--- src/rtl/string_hw_avalon_master.sv ---
// Avalon-MM initiator for the String HW accelerator: pushes StringA/StringB,
// starts the operation, polls Control until done (or timeout), then drops go.
`timescale 1ns/1ps

module string_hw_avalon_master #(
    parameter int MAX_WORDS    = 8,
    parameter int ADDR_W       = 5,
    parameter int READ_LATENCY = 1,
    parameter int TIMEOUT      = 1024
) (
    input  logic                         clk,
    input  logic                         reset,
    input  logic                         ld_we,
    input  logic                         ld_sel,
    input  logic [$clog2(MAX_WORDS)-1:0] ld_idx,
    input  logic [31:0]                  ld_data,
    input  logic                         start,
    input  logic [3:0]                   index,
    input  logic [7:0]                   length,
    output logic                         busy,
    output logic                         done,
    output logic                         err,
    output logic [31:0]                  status,
    output logic [ADDR_W-1:0]            avm_address,
    output logic                         avm_chipselect,
    output logic                         avm_read,
    output logic                         avm_write,
    output logic [31:0]                  avm_writedata,
    input  logic [31:0]                  avm_readdata
);

    localparam int IDX_W = $clog2(MAX_WORDS);
    localparam int PC_W  = $clog2(TIMEOUT + 1);
    localparam int LAT_W = (READ_LATENCY > 1) ? $clog2(READ_LATENCY) : 1;
    localparam logic [IDX_W-1:0] LAST = IDX_W'(MAX_WORDS - 1);

    typedef enum logic [2:0] {
        IDLE, WR_A, WR_B, WR_GO, POLL_RD, POLL_WAIT, WR_CLR, FIN
    } state_t;

    state_t            state;
    logic [31:0]       a_buf [MAX_WORDS];
    logic [31:0]       b_buf [MAX_WORDS];
    logic [IDX_W-1:0]  k;
    logic [PC_W-1:0]   poll_cnt;
    logic [LAT_W-1:0]  lat_cnt;
    logic [3:0]        idx_q;
    logic [7:0]        len_q;
    logic [31:0]       ctl_rd;
    logic              to_flag;
    logic [31:0]       a0_fwd;

    // A word loaded in the start cycle must reach the bus on the very next cycle.
    assign a0_fwd = (ld_we && !ld_sel && ld_idx == '0) ? ld_data : a_buf[0];

    always_ff @(posedge clk) begin
        if (reset) begin
            state          <= IDLE;
            k              <= '0;
            poll_cnt       <= '0;
            lat_cnt        <= '0;
            idx_q          <= '0;
            len_q          <= '0;
            ctl_rd         <= '0;
            to_flag        <= 1'b0;
            busy           <= 1'b0;
            done           <= 1'b0;
            err            <= 1'b0;
            status         <= '0;
            avm_address    <= '0;
            avm_chipselect <= 1'b0;
            avm_read       <= 1'b0;
            avm_write      <= 1'b0;
            avm_writedata  <= '0;
            for (int i = 0; i < MAX_WORDS; i++) begin
                a_buf[i] <= '0;
                b_buf[i] <= '0;
            end
        end else begin
            // Strobes are single-cycle; each state re-arms the next one explicitly.
            avm_address    <= '0;
            avm_chipselect <= 1'b0;
            avm_read       <= 1'b0;
            avm_write      <= 1'b0;
            avm_writedata  <= '0;
            done           <= 1'b0;
            err            <= 1'b0;
            case (state)
                IDLE: begin
                    if (ld_we) begin
                        if (ld_sel) b_buf[ld_idx] <= ld_data;
                        else        a_buf[ld_idx] <= ld_data;
                    end
                    if (start) begin
                        idx_q          <= index;
                        len_q          <= length;
                        busy           <= 1'b1;
                        k              <= '0;
                        poll_cnt       <= '0;
                        to_flag        <= 1'b0;
                        state          <= WR_A;
                        avm_write      <= 1'b1;
                        avm_chipselect <= 1'b1;
                        avm_address    <= ADDR_W'(1);
                        avm_writedata  <= a0_fwd;
                    end
                end
                WR_A: begin
                    avm_write      <= 1'b1;
                    avm_chipselect <= 1'b1;
                    if (k == LAST) begin
                        state         <= WR_B;
                        k             <= '0;
                        avm_address   <= ADDR_W'(MAX_WORDS + 1);
                        avm_writedata <= b_buf[0];
                    end else begin
                        k             <= k + 1'b1;
                        avm_address   <= ADDR_W'(k) + ADDR_W'(2);
                        avm_writedata <= a_buf[k + 1'b1];
                    end
                end
                WR_B: begin
                    avm_write      <= 1'b1;
                    avm_chipselect <= 1'b1;
                    if (k == LAST) begin
                        state         <= WR_GO;
                        k             <= '0;
                        avm_address   <= '0;
                        avm_writedata <= {18'b0, len_q, idx_q, 2'b10};
                    end else begin
                        k             <= k + 1'b1;
                        avm_address   <= ADDR_W'(k) + ADDR_W'(MAX_WORDS + 2);
                        avm_writedata <= b_buf[k + 1'b1];
                    end
                end
                WR_GO: begin
                    state          <= POLL_RD;
                    avm_read       <= 1'b1;
                    avm_chipselect <= 1'b1;
                end
                POLL_RD: begin
                    poll_cnt <= poll_cnt + 1'b1;
                    lat_cnt  <= '0;
                    state    <= POLL_WAIT;
                end
                POLL_WAIT: begin
                    if (lat_cnt == LAT_W'(READ_LATENCY - 1)) begin
                        ctl_rd <= avm_readdata;
                        if (avm_readdata[0] || poll_cnt == PC_W'(TIMEOUT)) begin
                            to_flag        <= ~avm_readdata[0];
                            state          <= WR_CLR;
                            avm_write      <= 1'b1;
                            avm_chipselect <= 1'b1;
                            avm_writedata  <= {18'b0, len_q, idx_q, 2'b00};
                        end else begin
                            state          <= POLL_RD;
                            avm_read       <= 1'b1;
                            avm_chipselect <= 1'b1;
                        end
                    end else begin
                        lat_cnt <= lat_cnt + 1'b1;
                    end
                end
                WR_CLR: begin
                    state  <= FIN;
                    busy   <= 1'b0;
                    done   <= 1'b1;
                    err    <= to_flag;
                    status <= ctl_rd;
                end
                FIN: begin
                    state <= IDLE;
                end
            endcase
        end
    end

endmodule

--- config.mk ---
export PLATFORM = sky130hd
export DESIGN_NAME = string_hw_avalon_master
export DESIGN_NICKNAME = d
export VERILOG_FILES = /design/src/rtl/string_hw_avalon_master.sv
export SDC_FILE = /design/constraint.sdc
export NUM_CORES = 1
export LEC_CHECK = 0
export CAP_MARGIN = 10
export CORE_MARGIN = 10
export CORE_UTILIZATION = 55
export CTS_BUF_LIST = sky130_fd_sc_hd__clkbuf_8
export CTS_CLUSTER_DIAMETER = 40
export DETAILED_ROUTE_END_ITERATION = 16
export HOLD_SLACK_MARGIN = 0.05
export PLACE_DENSITY_LB_ADDON = 0.1
export SLEW_MARGIN = 30
export SYNTH_ARGS = -nofsm -noshare
export SYNTH_HDL_FRONTEND = slang
export SYNTH_SLANG_ARGS = --single-unit
--- constraint.sdc ---
create_clock -name clk -period 2.7 [get_ports clk]
set_clock_uncertainty 0.2 [all_clocks]
set_input_delay 0.27 -clock clk [delete_from_list [all_inputs] [get_ports clk]]
set_output_delay 0.27 -clock clk [all_outputs]
set_load 0.02 [all_outputs]
==> results of run 1 <==
==> timing repair <==
item	4_1_cts	5_1_grt
gates resized for setup	0	1
hold buffers	46	0
hold endpoints to repair	62	0
setup endpoints to repair	0	2
==> cells by family after synthesis <==
group / Yosys count / share of synthesized area, %
AOI/OAI and AO/OA: 273 / 5.93
xor gates and xnor gates: 2 / 0.0598
adders and majority gates: 5 / 0.214
buffers and inverters: 189 / 3.05
DFF: 649 / 61.8
muxes: 225 / 11.5
and+or+nand+nor: 899 / 17.4
==> final timing paths <==
check / from / end / cells past startpoint
max: k[1] / avm_writedata[7] / 6
min: ld_data[23] / b_buf[7][23] / 2
max reg2reg: k[1] / avm_writedata[7] / 6
min reg2reg: ctl_rd[0] / status[0] / 2
==> metal layers <==
metal	global-route usage [%]	vias up	share of wire [%]
li1	-	8612	-
met3	6.69	142	9.0
met4	9.33	0	2.6
met2	41.6	916	48
met5	0	-	0
met1	33.9	9561	41
==> area by class of cell <==
cell class / instances / area [um2] / area share (%)
clock buffers: 134 / 1840 / 5.28
diodes: 2 / 5.00 / 0.0143
flip-flops and latches: 649 / 18100 / 51.9
multi-input cells: 1404 / 10300 / 29.6
repair buffers: 329 / 3220 / 9.22
clock inverters: 78 / 515 / 1.48
inverters: 5 / 18.8 / 0.0537
well taps: 688 / 861 / 2.46
==> power groups by stage <==
stage,Sequential (mW),Combinational [mW],Clock [mW]
2_1_floorplan,11.4,0.988,0
3_3_place_gp,11.4,1.82,0
3_5_place_dp,11.4,1.84,0
4_1_cts,11.2,1.90,9.32
5_1_grt,11.3,2.02,9.76
6_report,11.2,1.91,9.21
==> flip-flops by register name, summed over array words and instances, names as in the netlist, 3 cells and up <==
register	flops
len_q	8
state	3
poll_cnt	11
avm_writedata	32
ctl_rd	32
b_buf	256
k	3
idx_q	4
status	32
a_buf	256
avm_address	5
==> stage by stage <==
stage / instance area, um2 / instances
6_report: 34900 / 3289
5_1_grt: 34900 / 3288
4_1_cts: 34900 / 3287
3_5_place_dp: 32100 / 3029
3_3_place_gp: 32100 / 3029
2_1_floorplan: 29300 / 2242
==> synth_stat cells (3+ instances only) <==
cell	n	area, um2
a211o_1	6	52.6
a211oi_1	28	210
a21oi_1	112	561
a221oi_1	5	43.8
a22oi_1	22	165
a31oi_1	3	18.8
a32oi_1	19	166
and2_1	524	3280
and2b_1	3	22.5
and3_1	3	18.8
buf_1	9	33.8
buf_2	30	150
buf_4	9	67.6
buf_6	12	135
clkbuf_1	113	424
clkbuf_2	10	50.1
dfxtp_1	137	2740
edfxtp_1	512	15400
ha_1	5	62.6
inv_1	4	15.0
mux2_1	4	45.0
mux2_2	65	732
mux2i_1	73	731
mux4_2	83	1870
nand2_1	201	754
nand2b_1	7	43.8
nand3_1	9	45.0
nand3b_1	3	22.5
nor2_1	55	206
nor2_4	6	67.6
nor2b_1	31	194
nor3_1	10	50.1
nor3b_1	3	22.5
nor4_1	3	18.8
o211ai_1	20	150
o21ai_0	25	125
o21ai_1	4	20.0
o22ai_1	17	106
o32a_1	6	60.1
or2_2	19	119
or3_1	4	25.0
==> worst reg2reg max path: cells and delay by family (launching register included) <==
family | cells | cell delay, ns
compound gates | 2 | 0.42
fa+ha+maj | 1 | 0.56
buf+inv | 1 | 0.28
flops | 1 | 0.36
mux | 2 | 0.65
==> results.sh, run 1 <==
export IMPL_sequentialPowerShare_pct=50.3
export IMPL_grt_pass1_vias=19900
export IMPL_ys_async_sr_fraction_pct=0
export IMPL_first_iter_violations=1930
export IMPL_timing_critical_path_slowest_cell_delay_ns=0.56
export IMPL_cellInternalPower_mw=17.1
export IMPL_cp_arrival_ns=2.96
export IMPL_initial_utilization_pct=55.6
export IMPL_postLayoutCoreUtil_pct=66.3
export IMPL_post_route_drc_count=0
export IMPL_timing_setup_critical_path_class="reg -> reg"
export IMPL_fp_dieH_um=251
export IMPL_hp_class="in -> reg"
export IMPL_synth_cell_area_um2=29300
export IMPL_finalWorstSetupSlack_ns=0.113
export IMPL_setup_viol_count_final=0
export IMPL_buffer_depth_of_the_longest_clock_path=3
export IMPL_layout_cells_most_common="and2_1"
export IMPL_clock_latency_ns=0.70
export IMPL_power_share_combinational_pct=8.5
export IMPL_cts_root_buf="clkbuf_8"
export IMPL_average_detailed_routed_wire_length_per_instance_um=25.1
export IMPL_finalWirelength_um=82500
export IMPL_final_antenna_net_count=0
export IMPL_die_width_um=251
export IMPL_drive_gt1_share_pct=18.6
export IMPL_gr_usage_all_layers_pct=26.0
export IMPL_endpoint_kind="register"
export IMPL_clock_sink_count=649
export IMPL_route_vias_total=19200
export IMPL_post_cts_setup_buffer_count=0
export IMPL_avgSynthCellArea_um2=13.1
export IMPL_maxCapViolations=0
export IMPL_result_of_the_run="complete, no violations"
export IMPL_clkPwrFrac_pct=41.2
export IMPL_cts_buffers=113
export IMPL_worst_slew_pin_transition_ns=0.929
export IMPL_cts_tree="done"
export IMPL_unrepaired_setup_endpoints_after_global_routing="no"
export IMPL_netlist_instances=2242
export IMPL_area_growth_syn_to_layout_pct=19.2
export IMPL_yosysWarnings=0
export IMPL_design_core_area_um2=52700
export IMPL_worst_ir_drop_vdd_mv=0.389
export IMPL_timing_final_max_slew_violations=0
export IMPL_design_power_total_mw=22.4
export IMPL_floorplan_io_pins=159
export IMPL_antenna_violations_before_repair=3
export IMPL_slew_headroom_pct=38.1
export IMPL_clock_tree_htree_level_count=3
export IMPL_via_cell_ratio=5.85
export IMPL_first_pass_iters=6
export IMPL_finish_net_count=2591
export IMPL_timing_critical_path_required_ns=3.07
export IMPL_layout_min_cycle_time_ns=2.59
export IMPL_critical_path_slowest_cell="ha_4"
export IMPL_overflow=0
export IMPL_static_leakage_nw=12.8
export IMPL_synth_cell_types=62
export IMPL_worstPathMaxFanout=22
export IMPL_total_switching_power_mw=5.26
export IMPL_crit_path_cell_trace="ha_4 > buf_4 > mux4_2 > mux2i_1 > o22ai_1 > a211o_1"
export IMPL_yosysSeqAreaShare_pct=61.8
export IMPL_gp_congestion=0.871
export IMPL_layout_cells_most_common_list="and2_1, edfxtp_1, nand2_1"
export IMPL_dp_final_hpwl_um=51100
export IMPL_port_buffers=158
export IMPL_worstPathBufferInverterCount=1
export IMPL_switching_share_pct=23.5
export IMPL_worst_setup_path_start_kind="register"
export IMPL_largest_net_degree_at_the_start_of_global_routing=89
export IMPL_power_density_nw_per_um2=640
export IMPL_report_final_hold_viol_count=0
export IMPL_synth_seq_cells=649
export IMPL_worst_hold_slack_ns=0.165
export IMPL_fillCellCount=3822
export IMPL_die_area_um2=62900
export IMPL_first_pass_grt_wire_length_um=124000
export IMPL_achievable_frequency_ghz=0.387
export IMPL_worst_slack_after_detailed_placement_ns=0.0606
export IMPL_ys_dominant_reg_cell="edfxtp_1"
export IMPL_synth_net_count=2331
export IMPL_path_clk_slew_ns=0.06
export IMPL_num_rows=84
export IMPL_setup_total_negative_slack_ns=0
export IMPL_reg2reg_slack_ns=0.11
export IMPL_synth_edff_count=512
export IMPL_post_route_period_util_pct=95.8
export IMPL_worst_path_dominant_cell_family="multiplexers"
Power figures use the tool's default switching activity.
==> inputs of run 2 (changes only) <==
--- a/config.mk
+++ b/config.mk
@@ -13,6 +13,8 @@
 export DETAILED_ROUTE_END_ITERATION = 16
 export HOLD_SLACK_MARGIN = 0.05
 export PLACE_DENSITY_LB_ADDON = 0.1
+export SKIP_CTS_REPAIR_TIMING = 1
+export SKIP_LAST_GASP = 1
 export SLEW_MARGIN = 30
 export SYNTH_ARGS = -nofsm -noshare
 export SYNTH_HDL_FRONTEND = slang
==> results.sh, run 2 (synthesized netlist as in run 1, its figures left out) <==
export IMPL_static_leakage_nw=12.8
export IMPL_dp_final_hpwl_um=51100
export IMPL_timing_critical_path_required_ns=3.07
export IMPL_route_vias_total=19200
export IMPL_layout_min_cycle_time_ns=2.62
export IMPL_maxCapViolations=0
export IMPL_worst_slew_pin_transition_ns=0.926
export IMPL_design_core_area_um2=52700
export IMPL_wl_met2_um=39300
export IMPL_cts_buffers=113
export IMPL_clock_sink_count=649
export IMPL_first_pass_grt_wire_length_um=123000
export IMPL_cp_arrival_ns=2.99
export IMPL_worst_r2r_cell_count=6
export IMPL_path_depth=6
export IMPL_gp_congestion=0.871
export IMPL_initial_utilization_pct=55.6
export IMPL_hold_start="ld_data[0]"
export IMPL_report_final_hold_viol_count=0
export IMPL_clock_latency_ns=0.71
export IMPL_average_detailed_routed_wire_length_per_instance_um=25.1
export IMPL_critical_path_startpoint="k[1]"
export IMPL_slew_headroom_pct=38.2
export IMPL_largest_registers="a_buf x256, b_buf x256"
export IMPL_worstPathMaxFanout=22
export IMPL_final_antenna_net_count=0
export IMPL_worst_ir_drop_vdd_mv=0.388
export IMPL_rr_startpoint="k[1]"
export IMPL_area_growth_syn_to_layout_pct=19.2
export IMPL_buffer_depth_of_the_longest_clock_path=3
export IMPL_overflow=0
export IMPL_clock_tree_htree_level_count=3
export IMPL_power_density_nw_per_um2=640
export IMPL_drive_gt1_share_pct=18.6
export IMPL_num_rows=84
export IMPL_largest_net_degree_at_the_start_of_global_routing=89
export IMPL_crit_path_cell_trace="ha_4 > buf_4 > mux4_2 > mux2i_1 > o22ai_1 > a211o_1"
export IMPL_first_iter_violations=1943
export IMPL_timing_final_max_slew_violations=0
export IMPL_antenna_violations_before_repair=3
export IMPL_grt_pass1_vias=19600
export IMPL_result_of_the_run="complete, no violations"
export IMPL_die_width_um=251
export IMPL_path_clk_slew_ns=0.06
export IMPL_hold_path_cell_count=4
export IMPL_port_buffers=158
export IMPL_cts_root_buf="clkbuf_8"
export IMPL_gr_usage_all_layers_pct=25.8
export IMPL_unrepaired_setup_endpoints_after_global_routing="no"
export IMPL_finish_net_count=2591
export IMPL_via_cell_ratio=5.84
export IMPL_fillCellCount=3818
export IMPL_die_area_um2=62900
export IMPL_first_pass_iters=5
export IMPL_highest_signal_layer="met4"
export IMPL_layout_cells_non_filler=3289
export IMPL_timing_setup_critical_path_class="reg -> reg"
export IMPL_timing_critical_path_slowest_cell_delay_ns=0.56
export IMPL_hp_class="in -> reg"
export IMPL_layout_cells_most_common_list="and2_1, edfxtp_1, nand2_1"
export IMPL_detailroute_wirelength_met3_um=7560
export IMPL_post_route_period_util_pct=96.9
export IMPL_reg2reg_slack_ns=0.08
export IMPL_m1WireLength_um=33400
export IMPL_layout_cells_most_common="and2_1"
export IMPL_achievable_frequency_ghz=0.382
export IMPL_floorplan_io_pins=159
export IMPL_cts_tree="done"
export IMPL_endpoint_kind="register"
export IMPL_worst_setup_path_start_kind="register"
export IMPL_finalWirelength_um=82400
export IMPL_setup_total_negative_slack_ns=0
export IMPL_post_route_drc_count=0
export IMPL_worst_path_dominant_cell_family="multiplexers"
export IMPL_worstPathBufferInverterCount=1
export IMPL_place_inst=3029
export IMPL_setup_viol_count_final=0
export IMPL_critical_path_slowest_cell="ha_4"
export IMPL_fp_dieH_um=251
-- run 2: stage by stage --
step	hold WS, ns	power, mW	worst slack (ns)	cell area [um2]	util (%)
global route	0.162	23.0	0.0198	34900	66.3
floorplan	0.170	12.4	0.270	29300	-
detailed placement	0.246	13.3	0.0606	32100	61.0
global placement	0.235	13.2	0.0903	32100	61.0
finish	0.167	22.3	0.0835	34900	66.3
CTS	-0.132	22.4	0.0456	34500	65.4
-- run 2: area by class of cell --
type                            instances  area [um2]  share of cell area (%)
Antenna cell                            2        5.00                  0.0143
Clock buffer                          134        1840                    5.28
Sequential cell                       649       18100                    51.9
Timing Repair Buffer                  329        3220                    9.22
Inverter                                5        18.8                  0.0537
Multi-Input combinational cell       1404       10300                    29.6
Tap cell                              688         861                    2.46
Clock inverter                         78         515                    1.48
-- run 2: worst min-delay path: cells and delay by family --
kind                   cells  cell delay [ns]
multiplexers               1             0.16
AO/OA/AOI/OAI              2             0.13
buffers and inverters      1             0.49
-- run 2: path summary, 6_finish.rpt --
check | end
max | avm_writedata[7]
min | avm_writedata[0]
max reg2reg | avm_writedata[7]
min reg2reg | status[0]
-- run 2: where the power goes --
part / internal [mW] / switching [mW]
clock: 5.17 / 4.03
sequential: 11.1 / 0.131
combinational: 0.818 / 1.09
total: 17.1 / 5.25
-- run 2: per-layer routing --
layer	track usage, %	vias to the layer above
li1	-	8610
met1	33.7	9557
met2	41.1	903
met3	6.68	145
met4	9.24	0
met5	0	-
